==> config.mk <==
export PLATFORM = sky130hd
export DESIGN_NAME = msk_g4mul_arbiter
export DESIGN_NICKNAME = d
export VERILOG_FILES = /design/src/rtl/msk_g4mul_arbiter.sv
export SDC_FILE = /design/constraint.sdc
export NUM_CORES = 1
export LEC_CHECK = 0
export CAP_MARGIN = 30
export CORE_MARGIN = 2
export CORE_UTILIZATION = 35
export DETAILED_ROUTE_END_ITERATION = 7
export PLACE_DENSITY_LB_ADDON = 0.15
export SLEW_MARGIN = 20
export SYNTH_ARGS = -nofsm -noshare
export SYNTH_HDL_FRONTEND = slang
export SYNTH_SLANG_ARGS = --single-unit
==> constraint.sdc <==
create_clock -name clk -period 3.9 [get_ports clk]
set_clock_uncertainty 0.1 [all_clocks]
set_input_delay 0.585 -clock clk [delete_from_list [all_inputs] [get_ports clk]]
set_output_delay 0.585 -clock clk [all_outputs]
set_load 0.05 [all_outputs]
==> src/rtl/msk_g4mul_arbiter.sv <==
// Round-robin arbiter that time-shares one masked GF(4) DOM multiplier between
// N requesters, pulling fresh randomness per issue and tagging results by owner.

module msk_g4mul_dom #(
  parameter int d = 2
) (
  input  logic                 clk,
  input  logic [d-1:0]         a0,
  input  logic [d-1:0]         a1,
  input  logic [d-1:0]         b0,
  input  logic [d-1:0]         b1,
  input  logic [d*(d-1)-1:0]   rnd,
  output logic [d-1:0]         out0,
  output logic [d-1:0]         out1
);

  // GF(4) in polynomial basis modulo x^2 + x + 1, element = {bit1, bit0}.
  function automatic logic [1:0] gf4_mul(input logic [1:0] x, input logic [1:0] y);
    return {(x[1] & y[1]) ^ (x[1] & y[0]) ^ (x[0] & y[1]),
            (x[0] & y[0]) ^ (x[1] & y[1])};
  endfunction

  // Index of the 2-bit random element shared by the cross terms (i,j) and (j,i), i<j.
  function automatic int pair_idx(input int i, input int j);
    return i * d - (i * (i + 1)) / 2 + (j - i - 1);
  endfunction

  logic [d-1:0][d-1:0][1:0] term_d;
  logic [d-1:0][d-1:0][1:0] term_q;
  logic [1:0]               prod;

  always_comb begin
    term_d = '0;
    prod   = '0;
    for (int i = 0; i < d; i++) begin
      for (int j = 0; j < d; j++) begin
        prod = gf4_mul({a1[i], a0[i]}, {b1[j], b0[j]});
        if (i < j)
          prod = prod ^ rnd[2*pair_idx(i, j) +: 2];
        else if (i > j)
          prod = prod ^ rnd[2*pair_idx(j, i) +: 2];
        term_d[i][j] = prod;
      end
    end
  end

  // Every partial product is registered before compression so no glitch can
  // combine shares of different domains.
  always_ff @(posedge clk) begin
    term_q <= term_d;
  end

  always_comb begin
    out0 = '0;
    out1 = '0;
    for (int i = 0; i < d; i++) begin
      for (int j = 0; j < d; j++) begin
        out0[i] = out0[i] ^ term_q[i][j][0];
        out1[i] = out1[i] ^ term_q[i][j][1];
      end
    end
  end

endmodule

module msk_g4mul_arbiter #(
  parameter int d = 2,
  parameter int N = 4
) (
  input  logic                 clk,
  input  logic                 rst,
  input  logic [N-1:0]         req_valid,
  output logic [N-1:0]         req_ready,
  input  logic [N*d-1:0]       req_a0,
  input  logic [N*d-1:0]       req_a1,
  input  logic [N*d-1:0]       req_b0,
  input  logic [N*d-1:0]       req_b1,
  input  logic [d*(d-1)-1:0]   rnd_in,
  input  logic                 rnd_valid,
  output logic                 rnd_ready,
  output logic [d-1:0]         out0,
  output logic [d-1:0]         out1,
  output logic [N-1:0]         out_valid
);

  localparam int PW = $clog2(N);
  localparam int NR = d * (d - 1);

  logic [N-1:0]  grant_q;
  logic [N-1:0]  tag_q;
  logic [PW-1:0] ptr;

  logic          issue;
  logic [N-1:0]  cand;
  logic          found;
  logic [PW-1:0] winner;
  logic [PW-1:0] ptr_nxt;
  logic [N-1:0]  grant_nxt;
  int            scan_idx;

  logic [d-1:0]  g_a0, g_a1, g_b0, g_b1;
  logic [NR-1:0] g_rnd;

  // Handshakes: a transfer happens on a cycle where valid and ready are both 1;
  // requesters hold valid and operands stable until ready, and ready may depend
  // on valid only through the granted slot (req_ready) or not at all (rnd_ready).
  assign issue     = (|grant_q) & rnd_valid;
  assign req_ready = grant_q & {N{rnd_valid}};
  assign rnd_ready = |grant_q;
  assign out_valid = tag_q;

  // The issuing requester is removed from the scan so its freshly accepted
  // request cannot be granted twice.
  assign cand = req_valid & ~(issue ? grant_q : '0);

  always_comb begin
    found    = 1'b0;
    winner   = '0;
    scan_idx = 0;
    for (int k = 0; k < N; k++) begin
      scan_idx = int'(ptr) + k;
      if (scan_idx >= N)
        scan_idx = scan_idx - N;
      if (!found && cand[scan_idx]) begin
        found  = 1'b1;
        winner = PW'(scan_idx);
      end
    end
  end

  assign grant_nxt = found ? (N'(1) << winner) : '0;
  assign ptr_nxt   = (winner == PW'(N - 1)) ? '0 : winner + 1'b1;

  always_ff @(posedge clk or posedge rst) begin
    if (rst) begin
      grant_q <= '0;
      ptr     <= '0;
      tag_q   <= '0;
    end else begin
      if (grant_q == '0 || issue) begin
        grant_q <= grant_nxt;
        if (found)
          ptr <= ptr_nxt;
      end
      tag_q <= issue ? grant_q : '0;
    end
  end

  // Operand selection depends only on registered grant_q, so gadget inputs
  // are stable for the whole issue cycle.
  always_comb begin
    g_a0 = '0;
    g_a1 = '0;
    g_b0 = '0;
    g_b1 = '0;
    for (int i = 0; i < N; i++) begin
      g_a0 = g_a0 | (req_a0[i*d +: d] & {d{grant_q[i]}});
      g_a1 = g_a1 | (req_a1[i*d +: d] & {d{grant_q[i]}});
      g_b0 = g_b0 | (req_b0[i*d +: d] & {d{grant_q[i]}});
      g_b1 = g_b1 | (req_b1[i*d +: d] & {d{grant_q[i]}});
    end
  end

  assign g_rnd = issue ? rnd_in : '0;

  msk_g4mul_dom #(.d(d)) u_gadget (
    .clk  (clk),
    .a0   (g_a0),
    .a1   (g_a1),
    .b0   (g_b0),
    .b1   (g_b1),
    .rnd  (g_rnd),
    .out0 (out0),
    .out1 (out1)
  );

endmodule

==> summary.md, run 1 <==
| Metric | Value |
|---|---|
| Routed via count | 1183 |
| Crit share post-route | between 70% and 80% |
| Avg Cell Area, Syn | around 9 sq um |
| Antenna cell count | 0 |
| Leading area contributor after synthesis | dfrtp_1 |
| Area Growth Syn to Fin | 47.9% |
| Number of flops mapped to enable cells by yosys | 0 |
| Number of clock sinks | 18 |
| Core Box Area | 3360 sq um |
| Main combinational cell family by area after synthesis | compound AO/OA/AOI/OAI gates |
| First-pass GRT wire length | between 5000 and 6000 um |
| Clock Path Buffers | 2 |
| Share of layout cells above drive strength 1 | under 10% |
| Peak supply drop | ~0.38 mV |
| Vias in the first global route | between 1000 and 1500 |
| Worst hold-check path type | input pin to async pin |
| DP Worst Slack | about 0.86 ns |
| Mapped Area | 1230 sq um |
| I/O Pins | 54 |
| Warnings, synthesis | 0 |
| All-Layer GR Usage | between 10% and 20% |
| Synth Area in XOR/XNOR | 8.52% |
| RSZ-0062 raised after global routing | no |
| Max frequency | 326 MHz |
| Worst Path Required | about 3.2 ns |
| Synth cell types | 39 |
| Worst setup EP type | primary output |
| Clk slew on worst S/H paths | 0.11 ns |
| WL final | 3350 um |
| Final hold slack | about 0.44 ns |
| Endpoints failing hold | 0 |
| Setup CP Type | input pin to primary output |
| Slew HR | 62.3% |
| Reg2Reg Setup Slack | roughly 1.5 ns |
| Largest net degree at the start of global routing | 13 |
| Routability Congestion | 0.802 |
| Tot Pwr | 1580 uW |
| WL per Instance | around 14 um |
| Worst Setup EP | req_ready[1] |
| Register area share after synthesis | between 30% and 40% |
| Status | completed |
| Adder-cell share of the synthesized area | just over 4% |
| Drc violations | 0 |
| Detail Placement HPWL | between 2000 and 3000 um |
| #FFs+latches synth | 18 |
| Sum of negative setup slack | 0 ns |
| CP Launch Type | input pin |
| Post CTS Setup Buffer Count | 0 |
| Final setup viols | 0 |
| Crit-path max FO | 12 |
| Final slew viol count | 0 |
| TritonCTS clock tree | built |
| Post-route ant nets | 0 |
| Cells after synthesis | between 100 and 150 |
| Ys flop type | dfrtp_1 |
| Starting Density | 36.7% |
| Fin nets | ~240 |
| H-tree lvl count | 1 |
| CP arrival | 2.39 ns |
| Initial drt markers | 43 |
| # rows | 21 |
| Max_cap viols | 0 |
| Ys async rst share | 55.6% |
| Compound-cell area share of the yosys netlist | between 30 and 40% |
| Yosys top cell area share | between 20% and 30% |
| Actual slew at the worst max-slew pin | approximately 0.57 ns |
| Port Buffers | 53 |
| Setup ws final | around 0.83 ns |
| Die height | around 63 um |
| DIE AREA | ~4000 sq um |
| Clk_lat worst skew | 0.29 ns |
| Worst Setup SP | rnd_valid |
| Worst r2r src | grant_q[3] |
| Syn Nets | 182 |
| Synth area leaders | dfrtp_1 (20%), dfxtp_1 (13%), xor2_1 (5.0%) |
| RR Endpoint | ptr[1] |
| Post-Synth Simple-Gate Area | 17.5% |
| Final Core Density | between 50% and 60% |
| Min Tclk post-route | 3.07 ns |
| Leak | about 0.00075 uW |
| PwrDens | approximately 870 nW/um^2 |
| Grt ovf | 0 |
| Via density | just over 5 |
| Initial antenna violation count | 0 |
| Reg2reg path depth | 6 |
| Multiplexer area fraction after synthesis | roughly 1.2% |
| Width of the die | between 60 and 70 um |
| Drt first pass iters | 4 |
| Inserted Clock Buffers | 3 |
| Hold buffer count at CTS | 0 |
| Clk root buf | clkbuf_4 |
| Post-cts resize count | 0 |
synthesized netlist by cell type (all sizes together), types with 2 or more instances:
| master | instances |
|---|---|
| a221oi | 4 |
| inv | 7 |
| o22ai | 4 |
| nand2 | 15 |
| ha | 4 |
| nand3 | 2 |
| xor2 | 7 |
| and2 | 4 |
| dfxtp | 8 |
| and3 | 2 |
| a21bo | 2 |
| a22oi | 8 |
| a21oi | 6 |
| xnor2 | 5 |
| nor2 | 16 |
| a22o | 4 |
| dfrtp | 10 |
| a21boi | 3 |
| buf | 5 |
| o21ai | 7 |
report_power, final:
group | total, uW | leakage [uW] | internal [uW] | switching [uW]
combinational | 1070 | 0.000536 | 447 | 625
clock | 117 | 0.0000210 | 56.8 | 60.2
sequential | 389 | 0.000195 | 270 | 119
sequential cells by signal (all words and copies together) (netlist names):
signal,cells
u_gadget.term_q,8
grant_q,4
out_valid,4
ptr,2
worst min path at each step:
stage | from | to | slack [ns] | depth (start not counted)
2_1_floorplan | rst | grant_q[0] | 0.33 | 1
3_3_place_gp | ptr[0] | ptr[0] | 0.50 | 2
3_5_place_dp | ptr[0] | ptr[0] | 0.51 | 2
4_1_cts | rst | out_valid[1] | 0.46 | 2
5_1_grt | rst | out_valid[3] | 0.52 | 2
6_report | rst | out_valid[1] | 0.44 | 2
worst max-delay path, stage by stage:
cell and delay [ns]:
clkdlybuf4s50_1 0.72, inv_2 0.16, nor2_1 0.12, clkdlybuf4s50_1 0.81
cell families (layout without fill, tap and decap cells):
| kind of cell | Yosys count | in the layout |
|---|---|---|
| compound gates | 45 | 45 |
| simple gates | 45 | 45 |
| flops | 18 | 18 |
| xor+xnor | 12 | 12 |
| buf+inv | 12 | 64 |
| fa+ha+maj | 4 | 4 |
| mux | 1 | 1 |
metrics by stage:
stage	area, sq um	cells
after global routing	1820	235
after floorplan	1230	137
final	1820	235
after global placement	1790	231
after CTS	1820	235
after detailed placement	1790	231
placed cells by master, fill, tap and decap left out, drive strengths merged, types with 5 or more instances in the layout:
| cell | netlist | routed |
|---|---|---|
| clkdlybuf4s50 | 0 | 53 |
| dfrtp | 10 | 10 |
| inv | 7 | 7 |
| a22oi | 8 | 8 |
| a21oi | 6 | 6 |
| xnor2 | 5 | 5 |
| o21ai | 7 | 7 |
| nand2 | 15 | 15 |
| nor2 | 16 | 16 |
| dfxtp | 8 | 8 |
| xor2 | 7 | 7 |
area by class of cell:
type                    count  area (sq um)
fillers                   334          1540
multi-input cells         107           763
repair buffers             53           531
flip-flops and latches     18           410
well taps                  46          57.6
clock buffers               4          36.3
inverters                   7          26.3
per-layer routing:
| layer | GRT usage (%) | vias up | wire, um |
|---|---|---|---|
| met2 | 30.9 | 24 | 1690 |
| met1 | 22.4 | 557 | 1480 |
| met3 | 3.75 | 6 | 133 |
| met4 | 4.08 | 0 | 48 |
| li1 | - | 596 | - |
| met5 | 0 | - | 0 |
Note: power is estimated with default switching activity, not from simulation.
==> run 2: changes to the inputs <==
==> constraint.sdc (replaced) <==
create_clock -name clk -period 2.8 [get_ports clk]
set_clock_uncertainty 0.1 [all_clocks]
set_input_delay 0.42 -clock clk [delete_from_list [all_inputs] [get_ports clk]]
set_output_delay 0.42 -clock clk [all_outputs]
set_load 0.05 [all_outputs]
==> run 2 against run 1 <==
Setup slack worse by 0.60 ns. Combinational power grew 53%. Via count increased by 3.4%. Cell count is 2.1% higher. Global-route usage grew 0.23 points. Total power up 42%. Clock power up 32%. Die area did not move. Utilization is 0.82 points higher. Hold slack worse by 0.16 ns. First-iteration DRC count is 30% higher. Largest cell class unchanged.
==> summary.md, run 2 (synthesized netlist as in run 1, its figures left out) <==
| Metric | Value |
|---|---|
| Biggest register | u_gadget.term_q |
| RSZ-0062 raised after global routing | no |
| Post-cts resize count | 0 |
| Critical Path, Cell by Cell | or4_4 -> clkdlybuf4s50_1 |
| Max reg flops | 8 |
| CP arrival | between 2 and 2.5 ns |
| Crit-path slowest cell | clkdlybuf4s50_1 |
| Final Core Density | between 50 and 60% |
| Routability Congestion | 0.811 |
| Clock Path Buffers | 2 |
| Highest-count cells in the layout ignoring fill and taps | clkdlybuf4s50_1 (49), nor2_1 (16), nand2_1 (14) |
| Max_cap viols | 0 |
| Detail Placement HPWL | between 2000 and 3000 um |
| Post-route cell area | between 1500 and 2000 sq um |
| CP Launch Type | register |
| Final setup viols | 0 |
| Post-route ant nets | 0 |
| Fin nets | 240 |
| WL final | 3350 um |
| Clk root buf | clkbuf_4 |
| # rows | 21 |
| Max frequency | around 390 MHz |
| Clk_lat worst skew | 0.29 ns |
| Peak supply drop | 0.597 mV |
| Crit share post-route | between 90 and 100% |
| Worst hold-check path type | input pin to async pin |
| Status | completed |
| TritonCTS clock tree | built |
| Sum of negative setup slack | 0 ns |
| Most common cell after layout, fill and taps aside | clkdlybuf4s50_1 |
| Endpoints failing hold | 0 |
| Placed cells | 236 |
| Initial antenna violation count | 0 |
| Starting Density | 36.7% |
| WL per Instance | around 14 um |
| Multi-input combinational cell area | 763 sq um |
| Vias in the first global route | between 1000 and 1500 |
| Initial drt markers | 56 |
| First-pass GRT wire length | slightly below 6000 um |
| Placed Instance Area | approximately 1800 sq um |
| Min Tclk post-route | ~2.6 ns |
| I/O Pins | 54 |
| Grt ovf | 0 |
| Via density | slightly above 5 |
| CP delay by family, top | buffers and inverters |
| Clk slew on worst S/H paths | approximately 0.10 ns |
| Crit-path max FO | 4 |
| Die height | about 63 um |
| Slew HR | 65.7% |
| Share of layout cells above drive strength 1 | approximately an eighth |
| Core Box Area | around 3400 sq um |
| PwrDens | about 1200 nW/um^2 |
| Width of the die | approximately 63 um |
| H-tree lvl count | 1 |
| Largest stage delay, worst path | between 0.7 and 0.8 ns |
| Worst Path Required | between 2 and 2.5 ns |
| Leak | about 0.00078 uW |
| Area Growth Syn to Fin | 50.1% |
| Actual slew at the worst max-slew pin | about 0.51 ns |
| Routed via count | ~1200 |
| Worst setup EP type | primary output |
| Drt first pass iters | 4 |
| Final slew viol count | 0 |
| Drc violations | 0 |
| Non-Filler Instances | 240 |
| Number of clock sinks | 18 |
| Fillcell total | ~330 |
| Sequential Area | just over 400 sq um |
| All-Layer GR Usage | between 15 and 20% |
| Setup CP Type | register to primary output |
| Post CTS Setup Buffer Count | 0 |
| DIE AREA | between 4000 and 5000 sq um |
| Antenna cell count | 0 |
| Largest net degree at the start of global routing | 12 |
| Hold buffer count at CTS | 0 |
| Port Buffers | between 50 and 60 |
| Inserted Clock Buffers | 3 |
| Buf/Inv on CP | 1 |
==> run 2: layout make-up <==
cell class | instances | share of cell area (%)
clock buffer | 4 | 1.96
multi-input combinational | 107 | 41.2
inverter | 7 | 1.42
tap | 46 | 3.11
sequential | 18 | 22.2
timing repair buffer | 58 | 30.1
==> run 2: report_power, final <==
| group | internal, uW | total, uW | switching [uW] |
|---|---|---|---|
| Sequential | 378 | 445 | 66.9 |
| Clock | 79.3 | 155 | 75.4 |
| Combinational | 657 | 1640 | 982 |
| Total | 1110 | 2240 | 1120 |
==> run 2: path summary, 6_finish.rpt <==
| check | start | to | slack [ns] | depth (start not counted) |
|---|---|---|---|---|
| worst max-delay path | grant_q[3] | rnd_ready | 0.23 | 2 |
| min in group clk | ptr[0] | ptr[0] | 0.53 | 2 |
| worst max register to register | grant_q[3] | ptr[1] | 0.63 | 6 |
| worst min register to register | ptr[0] | ptr[0] | 0.53 | 2 |
| worst min-delay path | rst | out_valid[2] | 0.29 | 2 |
| max in group asynchronous | rst | out_valid[3] | 2.04 | 2 |
==> run 2: worst register-to-register path, cell delays in order (launching register included) <==
cell,delay (ns)
dfrtp_1,0.44
a21boi_0,0.41
nand2b_1,0.20
o21ai_0,0.10
a21oi_1,0.27
ha_1,0.29
mux2_4,0.25
==> run 2: metal layers <==
| layer | global-route usage, % | routed length [um] | up-vias |
|---|---|---|---|
| met5 | 0 | 0 | - |
| met4 | 2.99 | 27 | 0 |
| met3 | 4.82 | 165 | 4 |
| met2 | 31.8 | 1700 | 33 |
| met1 | 22.1 | 1460 | 580 |
| li1 | - | - | 606 |
==> run 2: per-stage QoR <==
stage | hold WS (ns) | setup WS, ns | power (uW)
after global placement | 0.498 | 0.289 | 2040
after floorplan | 0.160 | 0.822 | 1640
after global routing | 0.347 | 0.175 | 2400
final | 0.287 | 0.228 | 2240
after CTS | 0.296 | 0.225 | 2240
after detailed placement | 0.513 | 0.191 | 2080
